===== config.mk =====
export PLATFORM = sky130hd
export DESIGN_NAME = pulse_swallow_ctrl
export DESIGN_NICKNAME = d
export VERILOG_FILES = /design/src/rtl/divider_pkg.sv /design/src/rtl/swallow_cfg_reg.sv /design/src/rtl/pulse_swallow_ctrl.sv
export SDC_FILE = /design/constraint.sdc
export NUM_CORES = 1
export LEC_CHECK = 0
export CAP_MARGIN = 20
export CELL_PAD_IN_SITES_DETAIL_PLACEMENT = 1
export CELL_PAD_IN_SITES_GLOBAL_PLACEMENT = 2
export CORE_MARGIN = 2
export CORE_UTILIZATION = 32
export DETAILED_ROUTE_END_ITERATION = 7
export HOLD_SLACK_MARGIN = 0.06
export PLACE_DENSITY = 0.76
export SLEW_MARGIN = 20
export SYNTH_ARGS = -nofsm -noshare
export SYNTH_HDL_FRONTEND = slang
export SYNTH_SLANG_ARGS = --single-unit

===== constraint.sdc =====
create_clock -name clk_in -period 3.95 [get_ports clk_in]
set_input_delay 1.185 -clock clk_in [delete_from_list [all_inputs] [get_ports clk_in]]
set_output_delay 1.185 -clock clk_in [all_outputs]
set_load 0.1 [all_outputs]

===== src/rtl/divider_pkg.sv =====
// Shared definitions for the integer-N feedback divider built from the
// divide-by-3/4 prescaler and the pulse-swallow controller.
package divider_pkg;

    // Default width of the P/S program values and the period counter.
    localparam int WIDTH_DEFAULT = 8;

    // Encoding of the prescaler modulus control line.
    localparam logic MOD_DIV4 = 1'b1;
    localparam logic MOD_DIV3 = 1'b0;

    // Total division from the prescaler input for one program period:
    // S cycles of divide-by-4 plus (P - S) cycles of divide-by-3.
    function automatic int unsigned total_division(input int unsigned p,
                                                   input int unsigned s);
        return 3 * p + s;
    endfunction

endpackage


===== src/rtl/swallow_cfg_reg.sv =====
// Configuration shadow register for the pulse-swallow controller.
// Accepts a new P/S pair over a valid/ready handshake, sanitises it, and
// holds it pending until the counter signals a period wrap via `apply`.
//
// Handshake: a transfer happens on a rising edge where cfg_valid and
// cfg_ready are both high. cfg_valid may be raised at any time and does not
// wait for cfg_ready. cfg_ready is low while a configuration is pending, so
// at most one configuration waits for the wrap; it returns high on the edge
// that applies the pending values.
module swallow_cfg_reg
    import divider_pkg::*;
#(
    parameter int WIDTH = WIDTH_DEFAULT
) (
    input  logic             clk_in,
    input  logic             rst,
    input  logic [WIDTH-1:0] cfg_p,
    input  logic [WIDTH-1:0] cfg_s,
    input  logic             cfg_valid,
    output logic             cfg_ready,
    input  logic             apply,
    output logic [WIDTH-1:0] pend_p,
    output logic [WIDTH-1:0] pend_s,
    output logic             pending,
    output logic             cfg_clamped
);

    localparam logic [WIDTH-1:0] ONE = WIDTH'(1);

    logic             accept;
    logic [WIDTH-1:0] san_p;
    logic [WIDTH-1:0] san_s;
    logic             p_clamp;
    logic             s_clamp;

    assign accept = cfg_valid & cfg_ready;

    // Sanitise the offered pair: P of zero becomes one, S is limited to the stored P.
    always_comb begin
        san_p   = cfg_p;
        p_clamp = 1'b0;
        if (cfg_p == '0) begin
            san_p   = ONE;
            p_clamp = 1'b1;
        end
        san_s   = cfg_s;
        s_clamp = 1'b0;
        if (cfg_s > san_p) begin
            san_s   = san_p;
            s_clamp = 1'b1;
        end
    end

    // Capture on accept, release on apply; ready mirrors "nothing pending".
    // An accept can only happen with nothing pending, so an accept that
    // coincides with a wrap is held for the following wrap.
    always_ff @(posedge clk_in) begin
        if (rst) begin
            pending     <= 1'b0;
            cfg_ready   <= 1'b1;
            cfg_clamped <= 1'b0;
            pend_p      <= ONE;
            pend_s      <= '0;
        end else begin
            cfg_clamped <= accept & (p_clamp | s_clamp);
            if (accept) begin
                pend_p    <= san_p;
                pend_s    <= san_s;
                pending   <= 1'b1;
                cfg_ready <= 1'b0;
            end else if (apply && pending) begin
                pending   <= 1'b0;
                cfg_ready <= 1'b1;
            end
        end
    end

    // Ready and pending are always complementary; stored S never exceeds stored P.
    a_ready_pending : assert property (@(posedge clk_in) disable iff (rst)
        cfg_ready == !pending);
    a_pend_sane : assert property (@(posedge clk_in) disable iff (rst)
        pending |-> (pend_p != '0 && pend_s <= pend_p));

endmodule


===== src/rtl/pulse_swallow_ctrl.sv =====
// Programmable pulse-swallow controller driving the modulus input of a
// divide-by-3/4 prescaler. Each program period lasts P prescaler cycles;
// `mod` selects divide-by-4 for the first S of them, giving N = 3P + S.
// `div_out` marks the first cycle of every period.
module pulse_swallow_ctrl
    import divider_pkg::*;
#(
    parameter int WIDTH     = WIDTH_DEFAULT,
    parameter int DEFAULT_P = 4,
    parameter int DEFAULT_S = 0
) (
    input  logic             clk_in,
    input  logic             rst,
    input  logic [WIDTH-1:0] cfg_p,
    input  logic [WIDTH-1:0] cfg_s,
    input  logic             cfg_valid,
    output logic             cfg_ready,
    output logic             cfg_clamped,
    output logic             mod,
    output logic             div_out
);

    localparam logic [WIDTH-1:0] ONE     = WIDTH'(1);
    localparam logic [WIDTH-1:0] RESET_P = WIDTH'(DEFAULT_P);
    localparam logic [WIDTH-1:0] RESET_S = WIDTH'(DEFAULT_S);

    logic [WIDTH-1:0] cnt;
    logic [WIDTH-1:0] p_act;
    logic [WIDTH-1:0] s_act;

    logic [WIDTH-1:0] pend_p;
    logic [WIDTH-1:0] pend_s;
    logic             pending;

    logic             wrap;
    logic [WIDTH-1:0] cnt_next;
    logic [WIDTH-1:0] p_next;
    logic [WIDTH-1:0] s_next;
    logic             mod_next;

    // Handshake and sanitising shadow register; released at each wrap.
    swallow_cfg_reg #(
        .WIDTH(WIDTH)
    ) u_cfg (
        .clk_in      (clk_in),
        .rst         (rst),
        .cfg_p       (cfg_p),
        .cfg_s       (cfg_s),
        .cfg_valid   (cfg_valid),
        .cfg_ready   (cfg_ready),
        .apply       (wrap),
        .pend_p      (pend_p),
        .pend_s      (pend_s),
        .pending     (pending),
        .cfg_clamped (cfg_clamped)
    );

    // Next counter position and the program that governs the next cycle.
    // mod for the next cycle is simply "position is inside the first S cycles",
    // using the program that will be active then (new values on a wrap).
    always_comb begin
        wrap     = (cnt == p_act - ONE);
        cnt_next = wrap ? '0 : cnt + ONE;
        p_next   = p_act;
        s_next   = s_act;
        if (wrap && pending) begin
            p_next = pend_p;
            s_next = pend_s;
        end
        mod_next = (cnt_next < s_next) ? MOD_DIV4 : MOD_DIV3;
    end

    // Counter, active program and registered outputs.
    always_ff @(posedge clk_in) begin
        if (rst) begin
            cnt     <= '0;
            p_act   <= RESET_P;
            s_act   <= RESET_S;
            mod     <= (DEFAULT_S != 0) ? MOD_DIV4 : MOD_DIV3;
            div_out <= 1'b0;
        end else begin
            cnt     <= cnt_next;
            p_act   <= p_next;
            s_act   <= s_next;
            mod     <= mod_next;
            div_out <= wrap;
        end
    end

    // The counter stays inside the period and mod always tracks the position.
    a_cnt_in_range : assert property (@(posedge clk_in) disable iff (rst)
        cnt < p_act);
    a_mod_tracks : assert property (@(posedge clk_in) disable iff (rst)
        mod == (cnt < s_act));

endmodule


# Word level (Yosys, flattened, before mapping)
# Index checks and enable logic that the tools add are counted.
# word_totals
ff_bits	45
input_bits	19
output_inout_bits	4
word_cells	32
# op_classes
addsub	2
order_cmp	2
n_eq_ne	1
mux	11
bitwise_logic	3
n_reduce_logical	3
# op_table
operator	n
8-bit 2-to-1 mux	4
8-bit by 1-bit adder with 8-bit output, second input constant	1
8-bit == test	1
8-bit greater-than comparator	1
8-bit zero test	1
8-bit less-than comparator	1
8-bit by 1-bit subtractor with 8-bit output, second input constant	1
1-bit 2-to-1 mux	7
1-bit bitwise AND	2
2-bit nonzero test	1
1-bit logical AND	1
1-bit OR	1

# Logic depth before layout (Yosys ltp)
# Gate-level depths: netlist of the first run.
# depth
word_depth	6
mapped_depth	17
ltp_nobuf	14

# Cells and area by module
# Synthesis of the first run repeated with hierarchy kept, for this count alone.
# unflattened
cells_unflattened	292
hier_area_um2	2648.8
# modules_own_cells
module	instances	cells_each	area_each_um2	seq_area_each_um2
pulse_swallow_ctrl	1	168	1637.8	520.5
swallow_cfg_reg	1	124	1011.0	380.4

# Worst setup path before layout of the first run
# No wires, ideal clock.
# synth_path
path_type	flip-flop to flip-flop
startpoint	register p_act[0]
endpoint	register mod
setup_time_ps	72
arrival_time_ps	3633
t_required_ps	3878
setup_slack_ps	245
path_stages_with_launch	18
path_buffers	3
period_less_slack_ps	3705
cell_sequence	dfxtp_1 -> clkbuf_1 -> inv_1 -> ha_1 -> nand2b_1 -> or4_4 -> a211oi_2 -> a211oi_1 -> or4_1 -> buf_6 -> buf_6 -> mux2i_1 -> ha_1 -> a21o_1 -> a21o_1 -> a211oi_1 -> nand2_1 -> mux2i_1
# synth_between
elab_chain_cells	6
word_cells_on_any_way	7
classes_between	add/sub: 1; order compare: 1; eq/ne: 1; mux: 3; reduce/logical: 1
# synth_rtl
element	line_no	text
start: declaration	pulse_swallow_ctrl.sv:28	logic [WIDTH-1:0] p_act;
start signal: assignment	pulse_swallow_ctrl.sv:83	p_act <= p_next;
8-bit by 1-bit subtractor with 8-bit output *	pulse_swallow_ctrl.sv:62	wrap = (cnt == p_act - ONE);
8-bit == test *	pulse_swallow_ctrl.sv:62	
1-bit logical AND	pulse_swallow_ctrl.sv:66	if (wrap && pending) begin
8-bit 2-to-1 mux	pulse_swallow_ctrl.sv:66	
8-bit less-than comparator *	pulse_swallow_ctrl.sv:70	mod_next = (cnt_next < s_next) ? MOD_DIV4 : MOD_DIV3;
1-bit 2-to-1 mux *	pulse_swallow_ctrl.sv:70	
end signal: assignment	pulse_swallow_ctrl.sv:79	mod <= (DEFAULT_S != 0) ? MOD_DIV4 : MOD_DIV3;
end signal: assignment	pulse_swallow_ctrl.sv:85	mod <= mod_next;
end: declaration	pulse_swallow_ctrl.sv:19	output logic mod,
# Every way passes the cells marked *; elsewhere a longest branch is shown, timed or not.
# A chain may end at the register's enable or synchronous reset.

# Worst setup path after layout of the first run
# layout_path
startpoint	register p_act[1]
endpoint	register mod
# The elaborated chain is that of the path after synthesis.

==> results.py, run 1 <==
metrics = {
    "floorplan": {
        "initial_utilization_pct": 33.3,
        "ioPinCount": 23,
        "rows": 32,
        "core-area_mm2": 0.00777,
        "die_h_um": 93.9,
        "die_area_mm2": 0.00882,
        "die_w_um": 93.9,
    },
    "global_routing": {
        "grt_pass1_wl_mm": 9.85,
        "track_usage_pct": 14.2,
        "grt_pass1_vias": 2087,
        "antenna_found_initial": 0,
        "gr-total-overflow": 0,
        "grt_max_degree": 61,
    },
    "setup_path": {
        "cp.arrival_ps": 3850,
        "worstSetupPathType": "reg2reg",
        "crit_fanout": 7,
        "start_kind": "flip-flop",
        "cp_data_required_time_ps": 4190,
        "endpoint_kind": "flip-flop",
    },
    "sta": {
        "finalCriticalPeriod_ps": 3610,
        "maxSlewViolCount": 0,
        "grt_setup_unrepaired": "false",
        "fin_crit_sh_pct": 91.4,
        "maxSlewHeadroom_pct": 35.3,
        "setup_ws_ps": 339,
        "finClkSkew_ps": 5.44,
        "worstMarginPinSlew_ps": 968,
        "finalSetupViolCount": 0,
        "fmax_mhz": 277,
        "finalSetupTns_ps": 0,
        "finalHoldViolCount": 0,
    },
    "final_layout": {
        "drive_above_1_share_pct": 8.07,
        "n_antenna_cell": 0,
        "nets": 357,
        "final_area_mm2": 0.00305,
        "final_util_pct": 39.2,
        "area_delta_synth_final_pct": 17.7,
    },
    "clock_network": {
        "h-tree-depth": 2,
        "clock_latency_ps": 310,
        "post_cts_buffers": 0,
        "tritoncts": "built",
        "max-clock-path-buffers": 2,
        "clk_pin_slew_ps": 100,
        "hold_buffers": 0,
        "cts_resized": 0,
        "cts.sinks": 45,
        "cts_buffers": 5,
        "cts_root_buffer": "clkbuf_8",
    },
    "routing": {
        "ant_nets": 0,
        "drc": 0,
        "drtPass1Iterations": 4,
        "drt_wl_total_mm": 5.82,
        "wl_per_cell_um": 13.7,
        "drt_iter0_drc": 54,
        "vias_per_cell": 4.81,
        "num_vias": 2039,
    },
    "power_and_ir_drop": {
        "power_density_mw_per_mm2": 362,
        "total_power_w": 0.00110,
        "ir_drop_uv": 136,
        "power.leakage_nw": 1.34,
    },
    "logic_synthesis": {
        "postSynthAreaPerCell_um2": 8.68,
        "synth_area_mm2": 0.00259,
        "synthArstFlopShare_pct": 0,
        "ys_ff_latch": 45,
        "yosys_warnings": 0,
        "synthesis.nets": 334,
        "ys_types": 39,
        "yosysSeqAreaShare_pct": 34.8,
        "synth_enable_flop_cells": 0,
        "synth_ff_type": "dfxtp_1",
        "syn_inst": 298,
    },
    "placed_design": {
        "gp_congestion": 0.724,
        "dpl_worst_slack_ps": 232,
        "port_buffers": 22,
        "hpwlAfterDp_mm": 4.52,
        "dpl_cell_area_mm2": 0.00292,
    },
    "outcome": {
        "status": "finished clean",
    },
    "min_path": {
        "holdCritPathClass": "reg2reg",
    },
    "run": {
        "maxCapViolations": 0,
    },
}
[final cells by class]
class                           instances  area (um2)
Inverter                               12        45.0
Clock inverter                          3        50.0
Multi-Input combinational cell        225        1560
Fill cell                             932        4720
Sequential cell                        45         901
Tap cell                              102         128
Timing Repair Buffer                   32         293
Clock buffer                            5        68.8
[stage by stage]
stage	hold slack, ps	std cells
after floorplan	437	298
after global placement	445	416
after detailed placement	453	416
after CTS	468	424
after global routing	485	424
final	466	424
[power by group]
group          total (W)  leakage (nW)  switching [W]  internal, W
Combinational   0.000230         0.912       0.000134    0.0000963
Clock           0.000374        0.0603       0.000180     0.000194
Sequential      0.000499         0.367      0.0000208     0.000478
Total            0.00110          1.34       0.000335     0.000768
[sequential cells by signal, indices dropped and copies added (netlist names)]
signal,count
cnt,8
div_out,1
mod,1
p_act,8
s_act,8
u_cfg.cfg_clamped,1
u_cfg.cfg_ready,1
u_cfg.pend_p,8
u_cfg.pend_s,8
u_cfg.pending,1
[kinds of logic after synthesis]
group | Yosys count | share of synthesized area, %
AO/OA/AOI/OAI | 42 | 9.86
XOR/XNOR | 16 | 5.42
adder cells (fa/ha/maj) | 17 | 8.22
buffers and inverters | 28 | 5.03
flip-flops | 45 | 34.8
multiplexers | 32 | 12.4
AND/OR/NAND/NOR | 118 | 24.3
[final timing paths]
kind / slack, ps / cells past startpoint / to / start
setup / recovery: 340 / 14 / mod / p_act[1]
hold / removal: 470 / 2 / u_cfg.pend_p[2] / u_cfg.pend_p[2]
setup reg to reg: 340 / 14 / mod / p_act[1]
hold reg to reg: 470 / 2 / u_cfg.pend_p[2] / u_cfg.pend_p[2]
[cells in the final DEF (no fill, tap or decap), types with 3 or more instances in the layout]
cell	synthesis	routed
clkdlybuf4s50_1	0	21
a21oi_1	16	16
nor2_1	21	21
buf_4	0	11
nand2_1	24	24
or2_2	3	3
nor3_1	9	9
nand3_1	5	5
xor2_1	9	9
nor2b_1	4	4
o21ai_0	8	8
clkbuf_8	0	5
a211oi_1	10	10
dfxtp_1	45	45
nand4_1	6	6
ha_1	17	17
inv_1	12	12
mux2i_1	32	32
xnor2_1	7	7
nand2b_1	33	33
[per-layer routing]
metal	part of all wire (%)	global-route usage, %	up-vias
met3	3.1	2.65	6
li1	-	-	1070
met4	0.96	3.62	0
met1	51	19.2	936
met5	0	0	-
met2	44	23.1	27
[critical path: stages, from the launching register on]
cell and delay [ps]:
dfxtp_1 440, inv_1 70, ha_1 190, nand2b_1 140, or4_4 410, a211oi_2 230
a211oi_1 100, or4_4 620, mux2i_1 210, ha_1 270, a21o_1 160, a21o_1 170
a211oi_1 310, nand2_1 80, mux2i_1 140
[synth_stat cells (6+ instances only)]
master    instances  area (um2)
dfxtp_1          45         901
nand2b_1         33         206
mux2i_1          32         320
nand2_1          24        90.1
nor2_1           21        78.8
ha_1             17         213
a21oi_1          16        80.1
inv_1            12        45.0
a211oi_1         10        75.1
nor3_1            9        45.0
xor2_1            9        78.8
clkbuf_1          8        30.0
o21ai_0           8        40.0
xnor2_1           7        61.3
nand4_1           6        37.5
(Power assumes the default switching activity.)
==> inputs of run 2 (changes only) <==
--- a/config.mk
+++ b/config.mk
@@ -12,7 +12,7 @@
 export CORE_UTILIZATION = 32
 export DETAILED_ROUTE_END_ITERATION = 7
 export HOLD_SLACK_MARGIN = 0.06
-export PLACE_DENSITY = 0.76
+export PLACE_DENSITY_LB_ADDON = 0.1
 export SLEW_MARGIN = 20
 export SYNTH_ARGS = -nofsm -noshare
 export SYNTH_HDL_FRONTEND = slang
==> results.py, run 2 (synthesis gave the netlist of run 1 again) <==
metrics = {
    "power_and_ir_drop": {
        "netSwitchingFraction_pct": 27.9,
        "power.leakage_nw": 1.35,
        "seqPwrFrac_pct": 43.6,
        "p_clk_share_pct": 36.2,
        "p_sw_w": 0.000320,
        "p_int_w": 0.000826,
        "comb_power_share_pct": 20.2,
        "ir_drop_uv": 148,
        "power_density_mw_per_mm2": 374,
    },
    "setup_path": {
        "r2r-start": "p_act[0]",
        "cp.arrival_ps": 3900,
        "crit_fanout": 7,
        "ff2ff_setup_slack_ps": 270,
        "cp_data_required_time_ps": 4170,
        "r2r-end": "mod",
        "endpoint_kind": "flip-flop",
        "r2r_cells": 14,
        "worstSetupPathType": "reg2reg",
        "start_kind": "flip-flop",
    },
    "routing": {
        "ant_nets": 0,
        "num_vias": 2070,
        "drtPass1Iterations": 4,
        "wl_per_cell_um": 14.3,
        "drt_iter0_drc": 53,
        "drc": 0,
        "vias_per_cell": 4.87,
        "drt_wl_total_mm": 6.07,
    },
    "clock_network": {
        "h-tree-depth": 2,
        "max-clock-path-buffers": 2,
        "cts_resized": 0,
        "tritoncts": "built",
        "cts_buffers": 5,
        "hold_buffers": 0,
        "clock_latency_ps": 300,
        "cts_root_buffer": "clkbuf_8",
        "post_cts_buffers": 0,
        "cts.sinks": 45,
        "clk_pin_slew_ps": 90,
    },
    "placed_design": {
        "port_buffers": 22,
        "gp_congestion": 0.748,
        "hpwlAfterDp_mm": 4.76,
        "dpl_worst_slack_ps": 180,
    },
    "min_path": {
        "min_from": "u_cfg.pend_p[7]",
        "min_path_cells": 2,
        "min_to": "u_cfg.pend_p[7]",
        "holdCritPathClass": "reg2reg",
    },
    "sta": {
        "finalSetupViolCount": 0,
        "fmax_mhz": 272,
        "worstMarginPinSlew_ps": 961,
        "finClkSkew_ps": 7.19,
        "setup_ws_ps": 269,
        "finalCriticalPeriod_ps": 3680,
        "maxSlewHeadroom_pct": 35.7,
        "finalSetupTns_ps": 0,
        "maxSlewViolCount": 0,
        "grt_setup_unrepaired": "false",
        "finalHoldViolCount": 0,
        "fin_crit_sh_pct": 93.2,
    },
    "floorplan": {
        "die_area_mm2": 0.00882,
        "core-area_mm2": 0.00777,
        "die_h_um": 93.9,
        "die_w_um": 93.9,
        "rows": 32,
        "initial_utilization_pct": 33.3,
        "ioPinCount": 23,
    },
    "final_layout": {
        "final_cell_mix": "dfxtp_1 (45), nand2b_1 (33), mux2i_1 (32)",
        "n_antenna_cell": 0,
        "final_common_cell": "dfxtp_1",
        "area_delta_synth_final_pct": 18.4,
        "drive_above_1_share_pct": 8.05,
        "nets": 358,
        "nFillCells": 930,
    },
    "global_routing": {
        "grt_max_degree": 38,
        "track_usage_pct": 15.0,
        "antenna_found_initial": 0,
        "grt_pass1_vias": 2104,
        "gr-total-overflow": 0,
        "grt_pass1_wl_mm": 10.3,
    },
    "outcome": {
        "status": "finished clean",
    },
    "run": {
        "maxCapViolations": 0,
    },
}
run 2: power by group through the flow:
| stage | Combinational, W | Sequential (W) | Clock [W] |
|---|---|---|---|
| after global placement | 0.000234 | 0.000511 | 0 |
| after detailed placement | 0.000234 | 0.000512 | 0 |
| after floorplan | 0.000132 | 0.000540 | 0 |
| after global routing | 0.000258 | 0.000504 | 0.000452 |
| after CTS | 0.000236 | 0.000501 | 0.000426 |
| final | 0.000232 | 0.000500 | 0.000415 |
run 2: layer usage:
metal,global-route usage [%],routed length [um],part of all wire [%]
met3,2.25,132,2.2
met1,19.7,3050,50
met4,4.95,83,1.4
met5,0,0,0
met2,25.4,2800,46
run 2: cell type report:
| cell class | count | area [um2] | area share, % |
|---|---|---|---|
| multi-input combinational | 225 | 1560 | 50.8 |
| clock inverter | 3 | 65.1 | 2.12 |
| clock buffer | 5 | 68.8 | 2.25 |
| tap | 102 | 128 | 4.16 |
| sequential | 45 | 901 | 29.4 |
| inverter | 12 | 45.0 | 1.47 |
| timing repair buffer | 33 | 300 | 9.80 |
run 2: worst max path at each step:
stage	slack [ps]	cells past startpoint	start	end
after global placement	150	12	cfg_p[2]	u_cfg.pend_s[7]
after floorplan	250	17	p_act[0]	mod
after global routing	70	14	p_act[0]	mod
after CTS	240	14	p_act[0]	mod
after detailed placement	180	12	cfg_p[2]	u_cfg.pend_s[7]
final	270	14	p_act[0]	mod
run 2: per-stage QoR:
| step | utilization (%) | area (um2) | hold slack (ps) | total power (W) | instances |
|---|---|---|---|---|---|
| 3_5_place_dp | 37.7 | 2930 | 451 | 0.000746 | 417 |
| 6_report | 39.4 | 3060 | 462 | 0.00115 | 425 |
| 5_1_grt | 39.4 | 3060 | 493 | 0.00121 | 425 |
| 4_1_cts | 39.4 | 3060 | 465 | 0.00116 | 425 |
| 3_3_place_gp | 37.7 | 2930 | 445 | 0.000745 | 417 |
| 2_1_floorplan | - | 2590 | 437 | 0.000671 | 298 |
run 2: worst max-delay path, stage by stage, from the launching register on:
cell and delay [ps]:
dfxtp_1 340, inv_1 50, ha_1 240, nand2b_1 160
or4_4 420, a211oi_2 230, a211oi_1 80, or4_1 670
buf_4 240, mux2i_1 130, ha_1 310, a21o_1 160
a211oi_1 310, nand2_1 90, mux2i_1 160
==> inputs of run 3 (changes only) <==
--- a/config.mk
+++ b/config.mk
@@ -8,7 +8,6 @@
 export CAP_MARGIN = 20
 export CELL_PAD_IN_SITES_DETAIL_PLACEMENT = 1
 export CELL_PAD_IN_SITES_GLOBAL_PLACEMENT = 2
-export CORE_MARGIN = 2
 export CORE_UTILIZATION = 32
 export DETAILED_ROUTE_END_ITERATION = 7
 export HOLD_SLACK_MARGIN = 0.06
==> constraint.sdc (replaced) <==
create_clock -name clk_in -period 3.95 [get_ports clk_in]
set_input_delay 0.79 -clock clk_in [delete_from_list [all_inputs] [get_ports clk_in]]
set_output_delay 0.79 -clock clk_in [all_outputs]
set_load 0.1 [all_outputs]
==> results.py, run 3 (synthesis gave the netlist of run 1 again) <==
metrics = {
    "setup_path": {
        "start_kind": "flip-flop",
        "r2r_cells": 14,
        "r2r-end": "mod",
        "worstSetupPathType": "reg2reg",
        "critPathLaunch": "p_act[1]",
        "ff2ff_setup_slack_ps": 280,
        "crit_fanout": 11,
        "cp_data_required_time_ps": 4180,
        "cp-endpoint": "mod",
        "r2r-start": "p_act[1]",
        "endpoint_kind": "flip-flop",
        "cp.arrival_ps": 3910,
    },
    "routing": {
        "wl_per_cell_um": 14.3,
        "drtPass1Iterations": 4,
        "num_vias": 2013,
        "drt_wl_total_mm": 6.05,
        "vias_per_cell": 4.77,
        "drc": 0,
        "drt_iter0_drc": 49,
        "ant_nets": 0,
    },
    "clock_network": {
        "cts.sinks": 45,
        "max-clock-path-buffers": 2,
        "post_cts_buffers": 0,
        "tritoncts": "built",
        "h-tree-depth": 2,
        "clock_latency_ps": 300,
        "cts_buffers": 5,
        "clk_pin_slew_ps": 90,
        "cts_root_buffer": "clkbuf_8",
    },
    "run": {
        "maxCapViolations": 0,
    },
    "final_layout": {
        "drive_above_1_share_pct": 6.88,
        "nets": 355,
        "nFillCells": 933,
        "final_cell_mix": "dfxtp_1 (45), nand2b_1 (33), mux2i_1 (32)",
        "n_antenna_cell": 0,
        "area_delta_synth_final_pct": 17.1,
        "final_common_cell": "dfxtp_1",
        "multi_input_area_mm2": 0.00156,
        "seqCellArea_um2": 901,
    },
    "sta": {
        "finalSetupTns_ps": 0,
        "worstMarginPinSlew_ps": 972,
        "grt_setup_unrepaired": "false",
        "finalCriticalPeriod_ps": 3670,
        "maxSlewViolCount": 0,
        "setup_ws_ps": 276,
        "fmax_mhz": 272,
        "finalHoldViolCount": 0,
        "fin_crit_sh_pct": 93.0,
        "maxSlewHeadroom_pct": 35.0,
        "finalSetupViolCount": 0,
        "finClkSkew_ps": 8.77,
    },
    "placed_design": {
        "dpl_worst_slack_ps": 194,
        "hpwlAfterDp_mm": 4.78,
        "port_buffers": 22,
        "gp_congestion": 0.716,
    },
    "global_routing": {
        "antenna_found_initial": 0,
        "grt_max_degree": 28,
        "grt_pass1_vias": 2083,
        "gr-total-overflow": 0,
        "track_usage_pct": 15.6,
        "grt_pass1_wl_mm": 10.3,
    },
    "power_and_ir_drop": {
        "total_power_w": 0.00109,
        "comb_power_share_pct": 21.1,
        "power_density_mw_per_mm2": 361,
        "p_int_w": 0.000781,
        "p_sw_w": 0.000314,
        "p_clk_share_pct": 33.3,
        "power.leakage_nw": 1.33,
        "ir_drop_uv": 121,
        "netSwitchingFraction_pct": 28.6,
        "seqPwrFrac_pct": 45.6,
    },
    "floorplan": {
        "core-area_mm2": 0.00777,
        "die_h_um": 91.9,
        "die_area_mm2": 0.00845,
        "rows": 32,
        "die_w_um": 91.9,
        "ioPinCount": 23,
        "initial_utilization_pct": 33.3,
    },
    "min_path": {
        "holdCritPathClass": "reg2reg",
    },
    "outcome": {
        "status": "finished clean",
    },
}
run 3: changes by cell type in the layout (fill, tap and decap cells not counted):
cell	before	now
buf_4	12	8
bufinv_16	2	1
clkbuf_1	0	1
clkbuf_8	5	6
clkdlybuf4s50_1	21	22
clkinv_2	1	0
or4_1	1	0
or4_4	1	2
run 3: layer usage:
layer / share of wire, % / track usage, %
met1: 50 / 19.8
met2: 47 / 26.4
met5: 0 / 0
met3: 2.1 / 2.74
met4: 1.6 / 5.47
run 3: final cells by class:
cell class	instances	share of cell area (%)
clock buffers	7	2.85
clock inverters	1	0.991
inverters	12	1.49
multi-input cells	225	51.5
flip-flops and latches	45	29.7
well taps	102	4.21
repair buffers	30	9.25
run 3: worst min-delay path by stage:
stage / endpoint / start / slack [ps] / cells after the start
2_1_floorplan: u_cfg.pend_p[2] / u_cfg.pend_p[2] / 440 / 2
3_3_place_gp: u_cfg.pend_p[5] / u_cfg.pend_p[5] / 450 / 2
3_5_place_dp: u_cfg.pend_p[3] / u_cfg.pend_p[3] / 450 / 2
4_1_cts: u_cfg.pend_p[3] / u_cfg.pend_p[3] / 470 / 2
5_1_grt: u_cfg.pend_p[5] / u_cfg.pend_p[5] / 480 / 2
6_report: u_cfg.pend_p[1] / u_cfg.pend_p[1] / 460 / 2
run 3: power by group through the flow:
stage               registers [W]  clock network, W  logic [W]
floorplan                0.000540                 0   0.000132
global placement         0.000512                 0   0.000232
detailed placement       0.000512                 0   0.000234
CTS                      0.000501          0.000378   0.000235
global route             0.000503          0.000396   0.000259
finish                   0.000499          0.000364   0.000231
run 3: stage by stage:
step | hold slack (ps) | instance area, um2 | utilization, % | std cells
after floorplan | 437 | 2590 | - | 298
after global placement | 447 | 2910 | 37.5 | 414
after detailed placement | 453 | 2910 | 37.5 | 414
after CTS | 466 | 3030 | 39.0 | 422
after global routing | 480 | 3030 | 39.0 | 422
final | 464 | 3030 | 39.0 | 422
run 3: repair_timing:
action / 4_1_cts / 5_1_grt
endpoints found under the setup margin: 0 / 1
resized for setup: 0 / 1
hold buffers: 0 / 0
run 3: critical path, cell delays in order, from the launching register on:
cell	delay (ps)
dfxtp_1	430
inv_1	70
ha_1	240
nand2b_1	160
or4_4	420
a211oi_2	230
a211oi_1	90
or4_4	590
buf_4	220
mux2i_1	140
ha_1	330
a21o_1	170
a211oi_1	300
nand2_1	90
mux2i_1	130
